<file path="config.mk">
export PLATFORM = sky130hd
export DESIGN_NAME = mem_arbiter_ctrl
export DESIGN_NICKNAME = d
export VERILOG_FILES = /design/src/rtl/mem_arbiter_ctrl.sv
export SDC_FILE = /design/constraint.sdc
export NUM_CORES = 1
export LEC_CHECK = 0
export ABC_AREA = 1
export CORE_AREA = 2 2 103 105
export DETAILED_ROUTE_END_ITERATION = 10
export DIE_AREA = 0 0 105 107
export GPL_TIMING_DRIVEN = 0
export PLACE_DENSITY = 0.67
export RECOVER_POWER = 100
export SETUP_SLACK_MARGIN = 0.05
export SLEW_MARGIN = 20
export SYNTH_ARGS = -nofsm -noshare
export SYNTH_HDL_FRONTEND = slang
export SYNTH_SLANG_ARGS = --single-unit
</file>
<file path="constraint.sdc">
create_clock -name CLK_i -period 1.4 [get_ports CLK_i]
set_input_delay 0.28 -clock CLK_i [delete_from_list [all_inputs] [get_ports CLK_i]]
set_output_delay 0.28 -clock CLK_i [all_outputs]
set_load 0.05 [all_outputs]
</file>
<file path="src/rtl/mem_arbiter_ctrl.sv">
// Arbitrates icache and dcache word requests onto one single-ported RAM.
// A granted master may complete up to BURST_MAX accesses before the other side gets a turn.
module mem_arbiter_ctrl #(
    parameter int ADDR_W    = 32,
    parameter int DATA_W    = 32,
    parameter int BURST_MAX = 2
) (
    input  logic              CLK_i,
    input  logic              RST_i,
    input  logic              iREN_i,
    input  logic [ADDR_W-1:0] iaddr_i,
    output logic              iwait_o,
    output logic [DATA_W-1:0] iload_o,
    input  logic              dREN_i,
    input  logic              dWEN_i,
    input  logic [ADDR_W-1:0] daddr_i,
    input  logic [DATA_W-1:0] dstore_i,
    output logic              dwait_o,
    output logic [DATA_W-1:0] dload_o,
    output logic              ram_ren_o,
    output logic              ram_wen_o,
    output logic [ADDR_W-1:0] ram_addr_o,
    output logic [DATA_W-1:0] ram_store_o,
    input  logic [DATA_W-1:0] ram_load_i,
    input  logic              ram_ready_i,
    output logic              gnt_d_o
);

    localparam int CNT_W = $clog2(BURST_MAX) + 1;
    localparam logic [CNT_W-1:0] CNT_ONE = CNT_W'(1);
    localparam logic [CNT_W-1:0] CNT_MAX = CNT_W'(BURST_MAX);

    typedef enum logic [1:0] {
        IDLE  = 2'd0,
        D_ACC = 2'd1,
        I_ACC = 2'd2
    } state_t;

    state_t           state_q, state_d;
    logic [CNT_W-1:0] burst_cnt_q, burst_cnt_d;
    logic             last_d_q, last_d_d;
    logic             gnt_d_q;

    logic             dReq, iReq;
    logic             dOwn, iOwn;
    logic             dDone, iDone;
    logic [CNT_W-1:0] cntInc;
    logic             unusedAddrBits;

    assign dReq   = dREN_i | dWEN_i;
    assign iReq   = iREN_i;
    assign dOwn   = (state_q == D_ACC);
    assign iOwn   = (state_q == I_ACC);
    assign cntInc = burst_cnt_q + CNT_ONE;

    // A completion needs the owner still requesting; a ready pulse arriving during reset is dropped.
    assign dDone = dOwn & dReq & ram_ready_i & ~RST_i;
    assign iDone = iOwn & iReq & ram_ready_i & ~RST_i;

    assign iwait_o = iReq & ~iDone;
    assign dwait_o = dReq & ~dDone;
    assign iload_o = iDone ? ram_load_i : '0;
    assign dload_o = dDone ? ram_load_i : '0;
    assign gnt_d_o = gnt_d_q;

    assign unusedAddrBits = ^{iaddr_i[1:0], daddr_i[1:0]};

    always_comb begin
        ram_ren_o   = 1'b0;
        ram_wen_o   = 1'b0;
        ram_addr_o  = '0;
        ram_store_o = '0;
        if (dOwn) begin
            ram_ren_o   = dREN_i & ~dWEN_i;
            ram_wen_o   = dWEN_i;
            ram_addr_o  = {daddr_i[ADDR_W-1:2], 2'b00};
            ram_store_o = dstore_i;
        end else if (iOwn) begin
            ram_ren_o  = iREN_i;
            ram_addr_o = {iaddr_i[ADDR_W-1:2], 2'b00};
        end
    end

    always_comb begin
        state_d     = state_q;
        burst_cnt_d = burst_cnt_q;
        last_d_d    = last_d_q;
        case (state_q)
            IDLE: begin
                burst_cnt_d = '0;
                // Under contention the side that was not served last gets the grant.
                if (dReq && (!iReq || !last_d_q)) begin
                    state_d = D_ACC;
                end else if (iReq) begin
                    state_d = I_ACC;
                end
            end
            D_ACC: begin
                if (!dReq) begin
                    state_d     = IDLE;
                    burst_cnt_d = '0;
                end else if (dDone) begin
                    last_d_d = 1'b1;
                    if (cntInc == CNT_MAX) begin
                        state_d     = IDLE;
                        burst_cnt_d = '0;
                    end else begin
                        burst_cnt_d = cntInc;
                    end
                end
            end
            I_ACC: begin
                if (!iReq) begin
                    state_d     = IDLE;
                    burst_cnt_d = '0;
                end else if (iDone) begin
                    last_d_d = 1'b0;
                    if (cntInc == CNT_MAX) begin
                        state_d     = IDLE;
                        burst_cnt_d = '0;
                    end else begin
                        burst_cnt_d = cntInc;
                    end
                end
            end
            default: begin
                state_d     = IDLE;
                burst_cnt_d = '0;
            end
        endcase
    end

    always_ff @(posedge CLK_i) begin
        if (RST_i) begin
            state_q     <= IDLE;
            burst_cnt_q <= '0;
            last_d_q    <= 1'b0;
            gnt_d_q     <= 1'b0;
        end else begin
            state_q     <= state_d;
            burst_cnt_q <= burst_cnt_d;
            last_d_q    <= last_d_d;
            gnt_d_q     <= (state_d == D_ACC);
        end
    end

endmodule

</file>
==> summary.md, run 1 <==
| Metric | Value |
|---|---|
| Outcome | `finished with violations` |
| Failing checks | `negative setup slack` |
| Worst slew pin tran | `0.593 ns` |
| Drt drc | `0` |
| Worst Path Max Fanout | `5` |
| First-pass GRT wire length | `16.7 mm` |
| FP Rows | `37` |
| Tcrit/Tclk final | `1.31` |
| Die ar. | `0.0112 mm2` |
| RSZ-0062 raised after global routing | `yes` |
| Gp weighted congestion | `0.841` |
| Setup crit start kind | `register` |
| Net Sw Frac | `0.506` |
| Fin cells | `772` |
| Syn_area_per_cell | `4.81 um2` |
| Area contributors post-synth | `nand2_1 25%, inv_1 18%, nor2_2 12%` |
| Comb pwr share | `0.854` |
| Number of top-level pins | `267` |
| Worst-Skew Late Latency | `0.23 ns` |
| ANT cells | `0` |
| Normalized max-slew margin | `0.607` |
| Setup violations, final | `130` |
| Post-route minimum period | `1.84 ns` |
| CP Class | `register to output port` |
| Core Area | `0.0101 mm2` |
| Crit path buf inv count | `5` |
| Number of global-route vias before repair | `3,231` |
| Setup ws final | `-0.439 ns` |
| Mapped Cells | `343` |
| Initial DRC Count | `83` |
| Post-synth cell types | `22` |
| DP HPWL | `9.04 mm` |
| Fmax | `0.544 GHz` |
| Total GRT Usage | `0.183` |
| Hold WC Path Type | `register to register` |
| Vias | `3,198` |
| Commonest cells post-synth | `109 x nand2_1, 80 x inv_1, 41 x nor2_1` |
| Starting Density | `0.163` |
| Worst Path Arrival | `1.56 ns` |
| CP Capture Type | `output port` |
| WL final | `11.8 mm` |
| Top-count cell post-synth | `nand2_1` |
| Clk root buf | `clkbuf_8` |
| Post-synth EDFFs | `0` |
| Final Net Count | `775` |
| Worst VDD drop | `515 uV` |
| Sequential Power Share | `0.059` |
| Num CTS Buffers | `3` |
| Placed cell area | `0.00558 mm2` |
| Pleak | `0.00293 uW` |
| Clk pin slew, worst setup/hold paths | `0.04 ns` |
| Clk_skew | `0.00678 ns` |
| Largest area contributor in the netlist | `nand2_1` |
| Warnings, synthesis | `0` |
| P_sw | `1670 uW` |
| Vias per Instance | `4.14` |
| CTS tree | `built` |
| Final hold viol count | `0` |
| Wirelength per Cell | `15.3 um` |
| Max_cap viols | `0` |
| Port Buffer Count | `260` |
| Crit-path leading delay family | `buffers and inverters` |
| Asr flop ratio synth | `0` |
| Synth top area share | `0.248` |
| P&R area growth vs syn | `318%` |
| PD cells | `479 mW/mm2` |
| CTS Hold Bufs | `0` |
| Pin count of the biggest net entering global routing | `11` |
| CP Data Required Time | `1.12 ns` |
| Sequential area share after synthesis | `0.0728` |
| #FFs+latches synth | `6` |
| Cells after DPL | `740` |
| Cell area after synthesis | `0.00165 mm2` |
| Clock share of power | `0.087` |
| Fraction of layout cells with a size suffix above 1 | `0.618` |
| Vert. Die Dim | `107 um` |
| DRT antenna net count | `0` |
| Hold_ws | `0.441 ns` |
| DIE WIDTH | `105 um` |
| Clock Path Buffers | `2` |
| Internal power | `1630 uW` |
| Crit-path cells | `inv_4, ha_4, nand2_4, inv_4, nand2_8, buf_8, buf_12, nor2_4, buf_8` |
| Global route overflow | `0` |
| Top_reg_cell synth | `dfxtp_1` |
| Initial antenna violation count | `0` |
| Slew Limit Fails | `0` |
| Worst path slowest cell | `dfxtp_4` |
| Clk sinks | `6` |
| # H-tree levels | `1` |
| Crit path largest cell delay | `0.36 ns` |
| DR pass1 iterations | `4` |
| Design area | `0.00689 mm2` |
## per-layer routing
layer | vias up | GRT usage | share of wire
met4 | 0 | 0.0657 | 0.032
met2 | 129 | 0.359 | 0.58
met5 | - | 0 | 0
met1 | 1470 | 0.195 | 0.33
met3 | 29 | 0.0310 | 0.051
li1 | 1570 | - | -
## worst register-to-register path: stages (launching register included)
cell and delay [ns]:
dfxtp_4 0.36, inv_4 0.06, ha_4 0.15, nand2_4 0.06
inv_4 0.08, nand2_8 0.07, buf_8 0.15, nand2_1 0.06
nand4_1 0.09, nand2_1 0.07, nor2_1 0.03
## kinds of logic (layout without fill, tap and decap cells)
| logic type | Yosys count | after routing | share of synthesized area |
|---|---|---|---|
| fa+ha+maj | 4 | 4 | 0.0304 |
| buf+inv | 104 | 396 | 0.278 |
| simple gates | 221 | 221 | 0.591 |
| compound gates | 7 | 7 | 0.0250 |
| flops | 6 | 6 | 0.0728 |
| other cells | 1 | 2 | 0.00227 |
## flip-flops by register name, indices dropped and copies added (netlist names)
signal and count:
last_d_q 1, state_q 2, gnt_d_o 1, burst_cnt_q 2
## worst paths after layout
| check | slack (ns) | depth (start not counted) | endpoint | startpoint |
|---|---|---|---|---|
| max reg2reg | 0.11 | 10 | last_d_q$_SDFFE_PP0P_ | state_q[0]$_SDFF_PP0_ |
| min | 0.44 | 2 | burst_cnt_q[1]$_SDFFE_PP0P_ | burst_cnt_q[1]$_SDFFE_PP0P_ |
| max | -0.44 | 9 | iload_o[11] | state_q[0]$_SDFF_PP0_ |
| min reg2reg | 0.44 | 2 | burst_cnt_q[1]$_SDFFE_PP0P_ | burst_cnt_q[1]$_SDFFE_PP0P_ |
## power groups by stage
| stage | logic (uW) | clock network, uW | registers [uW] |
|---|---|---|---|
| 2_1_floorplan | 1440 | 0 | 210 |
| 3_3_place_gp | 2280 | 0 | 198 |
| 3_5_place_dp | 2310 | 0 | 199 |
| 4_1_cts | 2560 | 293 | 194 |
| 5_1_grt | 2940 | 305 | 196 |
| 6_report | 2820 | 286 | 195 |
## per-stage QoR
stage	TNS, ns	util	power [uW]	worst slack, ns
detailed placement	-133.73	0.553	2500	-1.28
finish	-48.45	0.683	3300	-0.439
global route	-55.73	0.683	3440	-0.504
CTS	-50.51	0.620	3050	-0.477
floorplan	-15.06	-	1650	-0.179
global placement	-131.03	0.553	2480	-1.26
## cell type report
type / instances / area (um2)
repair buffers: 291 / 3450
fillers: 807 / 3200
multi-input cells: 234 / 2300
inverters: 82 / 440
plain buffers: 19 / 348
well taps: 136 / 170
flip-flops and latches: 6 / 128
clock buffers: 4 / 45.0
## placed cells by master, fill, tap and decap left out, types with 10 or more instances in the layout
cell type / n
buf_12: 13
buf_4: 17
buf_6: 63
buf_8: 75
clkdlybuf4s50_1: 124
clkinvlp_4: 32
inv_1: 42
nand2_1: 44
nand2_4: 64
nand3_2: 10
nand3_4: 19
nor2_4: 67
## timing repair
action,CTS,global route
pin swaps,8,10
cloned,4,5
buffers inserted,18,6
gates resized for setup,958,145
setup endpoints to repair,133,136
Power figures use the tool's default switching activity.
==> run 2: changes to the inputs <==
CTS_BUF_LIST = sky130_fd_sc_hd__clkbuf_8   (was default)
==> summary.md, run 2 (synthesis gave the netlist of run 1 again) <==
| Metric | Value |
|---|---|
| Normalized max-slew margin | `0.605 (-0.00132)` |
| Crit path largest cell delay | `0.37 ns (about the same)` |
| Commonest non-fill, non-tap cell in the layout | `clkdlybuf4s50_1` |
| Total power | `3380 uW (+2.5%)` |
| Crit-path cells | `inv_4, ha_4, buf_4, clkbuf_16, buf_4, o22ai_2, buf_6` |
| Clk pin slew, worst setup/hold paths | `0.04 ns (about the same)` |
| Setup violations, final | `130 (unchanged)` |
| CP Class | `register to output port` |
| Failing checks | `negative setup slack` |
| CP Capture Type | `output port` |
| Vias per Instance | `4.15 (+0.26%)` |
| Port Buffer Count | `260 (unchanged)` |
| Number of global-route vias before repair | `3,231 (unchanged)` |
| ANT cells | `0 (unchanged)` |
| Clock Path Buffers | `2 (unchanged)` |
| Worst VDD drop | `516 uV (+0.14%)` |
| Fraction of layout cells with a size suffix above 1 | `0.636 (+0.0180)` |
| Worst-Skew Late Latency | `0.23 ns (about the same)` |
| Initial DRC Count | `85 (+2.4%)` |
| Max_cap viols | `0 (unchanged)` |
| Clk root buf | `clkbuf_8` |
| RSZ-0062 raised after global routing | `yes` |
| Post-route minimum period | `1.87 ns (+0.0281 ns)` |
| Cells after DPL | `740 (unchanged)` |
| CP Data Required Time | `1.12 ns (about the same)` |
| Wirelength per Cell | `15.2 um (-0.52%)` |
| Fin Setup TNS | `-48.07 ns (+0.384 ns)` |
| P&R area growth vs syn | `324%` |
| DR pass1 iterations | `4 (unchanged)` |
| Hold WC Path Type | `register to register` |
| FP Rows | `37 (unchanged)` |
| Fmax | `0.536 GHz (-1.5%)` |
| Starting Density | `0.163 (unchanged)` |
| Final hold viol count | `0 (unchanged)` |
| Slew Limit Fails | `0 (unchanged)` |
| Worst path slowest cell | `dfxtp_4` |
| # fillers | `791 (-2.0%)` |
| Total GRT Usage | `0.183 (unchanged)` |
| Clk sinks | `6 (unchanged)` |
| Pin count of the biggest net entering global routing | `11 (unchanged)` |
| DRT antenna net count | `0 (unchanged)` |
| Vias | `3,223 (+0.78%)` |
| Outcome | `finished with violations` |
| Setup ws final | `-0.467 ns (-0.0281 ns)` |
| Cell repeated most along the worst path | `buf_4` |
| Vert. Die Dim | `107 um (unchanged)` |
| Commonest cells after routing, fill and taps aside | `124 x clkdlybuf4s50_1, 72 x buf_8, 68 x nand2_4, 67 x nor2_4, 63 x buf_6` |
| Die ar. | `0.0112 mm2 (unchanged)` |
| Fin cells | `776 (+0.52%)` |
| Initial antenna violation count | `0 (unchanged)` |
| Num CTS Buffers | `3 (unchanged)` |
| Core Area | `0.0101 mm2 (unchanged)` |
| # H-tree levels | `1 (unchanged)` |
| WL final | `11.8 mm (unchanged)` |
| Clk_skew | `0.00407 ns (-0.00271 ns)` |
| Worst Path Max Fanout | `5 (unchanged)` |
| Pleak | `0.00300 uW (+2.4%)` |
| Drt drc | `0 (unchanged)` |
| Gp weighted congestion | `0.841 (unchanged)` |
| Worst Path Arrival | `1.59 ns (+0.03 ns)` |
| Number of top-level pins | `267 (unchanged)` |
| DIE WIDTH | `105 um (unchanged)` |
| PD cells | `484 mW/mm2 (+1.0%)` |
| Setup crit start kind | `register` |
| DP HPWL | `9.04 mm (unchanged)` |
| Global route overflow | `0 (unchanged)` |
| CTS Hold Bufs | `0 (unchanged)` |
| Worst slew pin tran | `0.595 ns (+0.00199 ns)` |
| First-pass GRT wire length | `16.7 mm (about the same)` |
| Final Net Count | `779 (+0.52%)` |
| Tcrit/Tclk final | `1.33 (+0.0201)` |
| Biggest regs | `burst_cnt_q x2, state_q x2` |
| CTS tree | `built` |
==> run 2: cell count changes in the layout (fill, tap and decap cells not counted), moves of 2 or more <==
cell,change
buf_12,+3
clkbuf_16,+2
buf_8,-3
nand3_4,-3
buf_4,+2
nand2_4,+4
nand2_1,-9
nand3_2,+2
nand2_2,+5
==> run 2: power by group <==
group	switching, uW	internal (uW)	leakage (uW)
Clock	84.3	189	0.0000269
Combinational	1600	1320	0.00293
Sequential	11.2	183	0.0000504
==> run 2: area by class of cell <==
| cell class | count | area [um2] | area share |
|---|---|---|---|
| timing repair buffer | 293 | 3490 | 0.498 |
| multi-input combinational | 234 | 2330 | 0.333 |
| inverter | 82 | 443 | 0.0633 |
| buffer | 21 | 395 | 0.0565 |
| tap | 136 | 170 | 0.0243 |
| sequential | 6 | 128 | 0.0182 |
| clock buffer | 3 | 41.3 | 0.00590 |
| clock inverter | 1 | 3.75 | 0.000537 |
==> run 2: stage by stage <==
stage               utilization  setup slack, ns  hold slack, ns  area (um2)
floorplan                     -           -0.179           0.416        2810
global placement          0.553            -1.26           0.425        5580
detailed placement        0.553            -1.28           0.433        5580
CTS                       0.619           -0.478           0.438        6240
global route              0.693           -0.515           0.464        7000
finish                    0.693           -0.467           0.437        7000
==> run 2: layer usage <==
layer	vias up	share of wire	global-route usage
met4	0	0.028	0.0629
met3	27	0.048	0.0316
li1	1584	-	-
met1	1491	0.35	0.195
met2	121	0.57	0.361
met5	-	0	0
==> run 2: worst max-delay path: cells and delay by family, from the launching register on <==
kind / cells / cell delay [ns]
AO/OA/AOI/OAI: 1 / 0.15
buffers and inverters: 5 / 0.66
flip-flops: 1 / 0.37
adder cells (fa/ha/maj): 1 / 0.18
==> run 2: repair_timing <==
item | 4_1_cts | 5_1_grt
pin swaps | 8 | 12
cloned | 4 | 7
endpoints found under the setup margin | 133 | 136
resized for setup | 959 | 155
setup buffers | 18 | 6
hold endpoints to repair | 0 | 0
==> run 2: final timing paths <==
check	cells after the start	startpoint	to	slack, ns
max reg2reg	9	state_q[1]$_SDFF_PP0_	last_d_q$_SDFFE_PP0P_	0
min reg2reg	2	burst_cnt_q[1]$_SDFFE_PP0P_	burst_cnt_q[1]$_SDFFE_PP0P_	0.44
max	7	state_q[1]$_SDFF_PP0_	ram_ren_o	-0.47
min	2	burst_cnt_q[1]$_SDFFE_PP0P_	burst_cnt_q[1]$_SDFFE_PP0P_	0.44
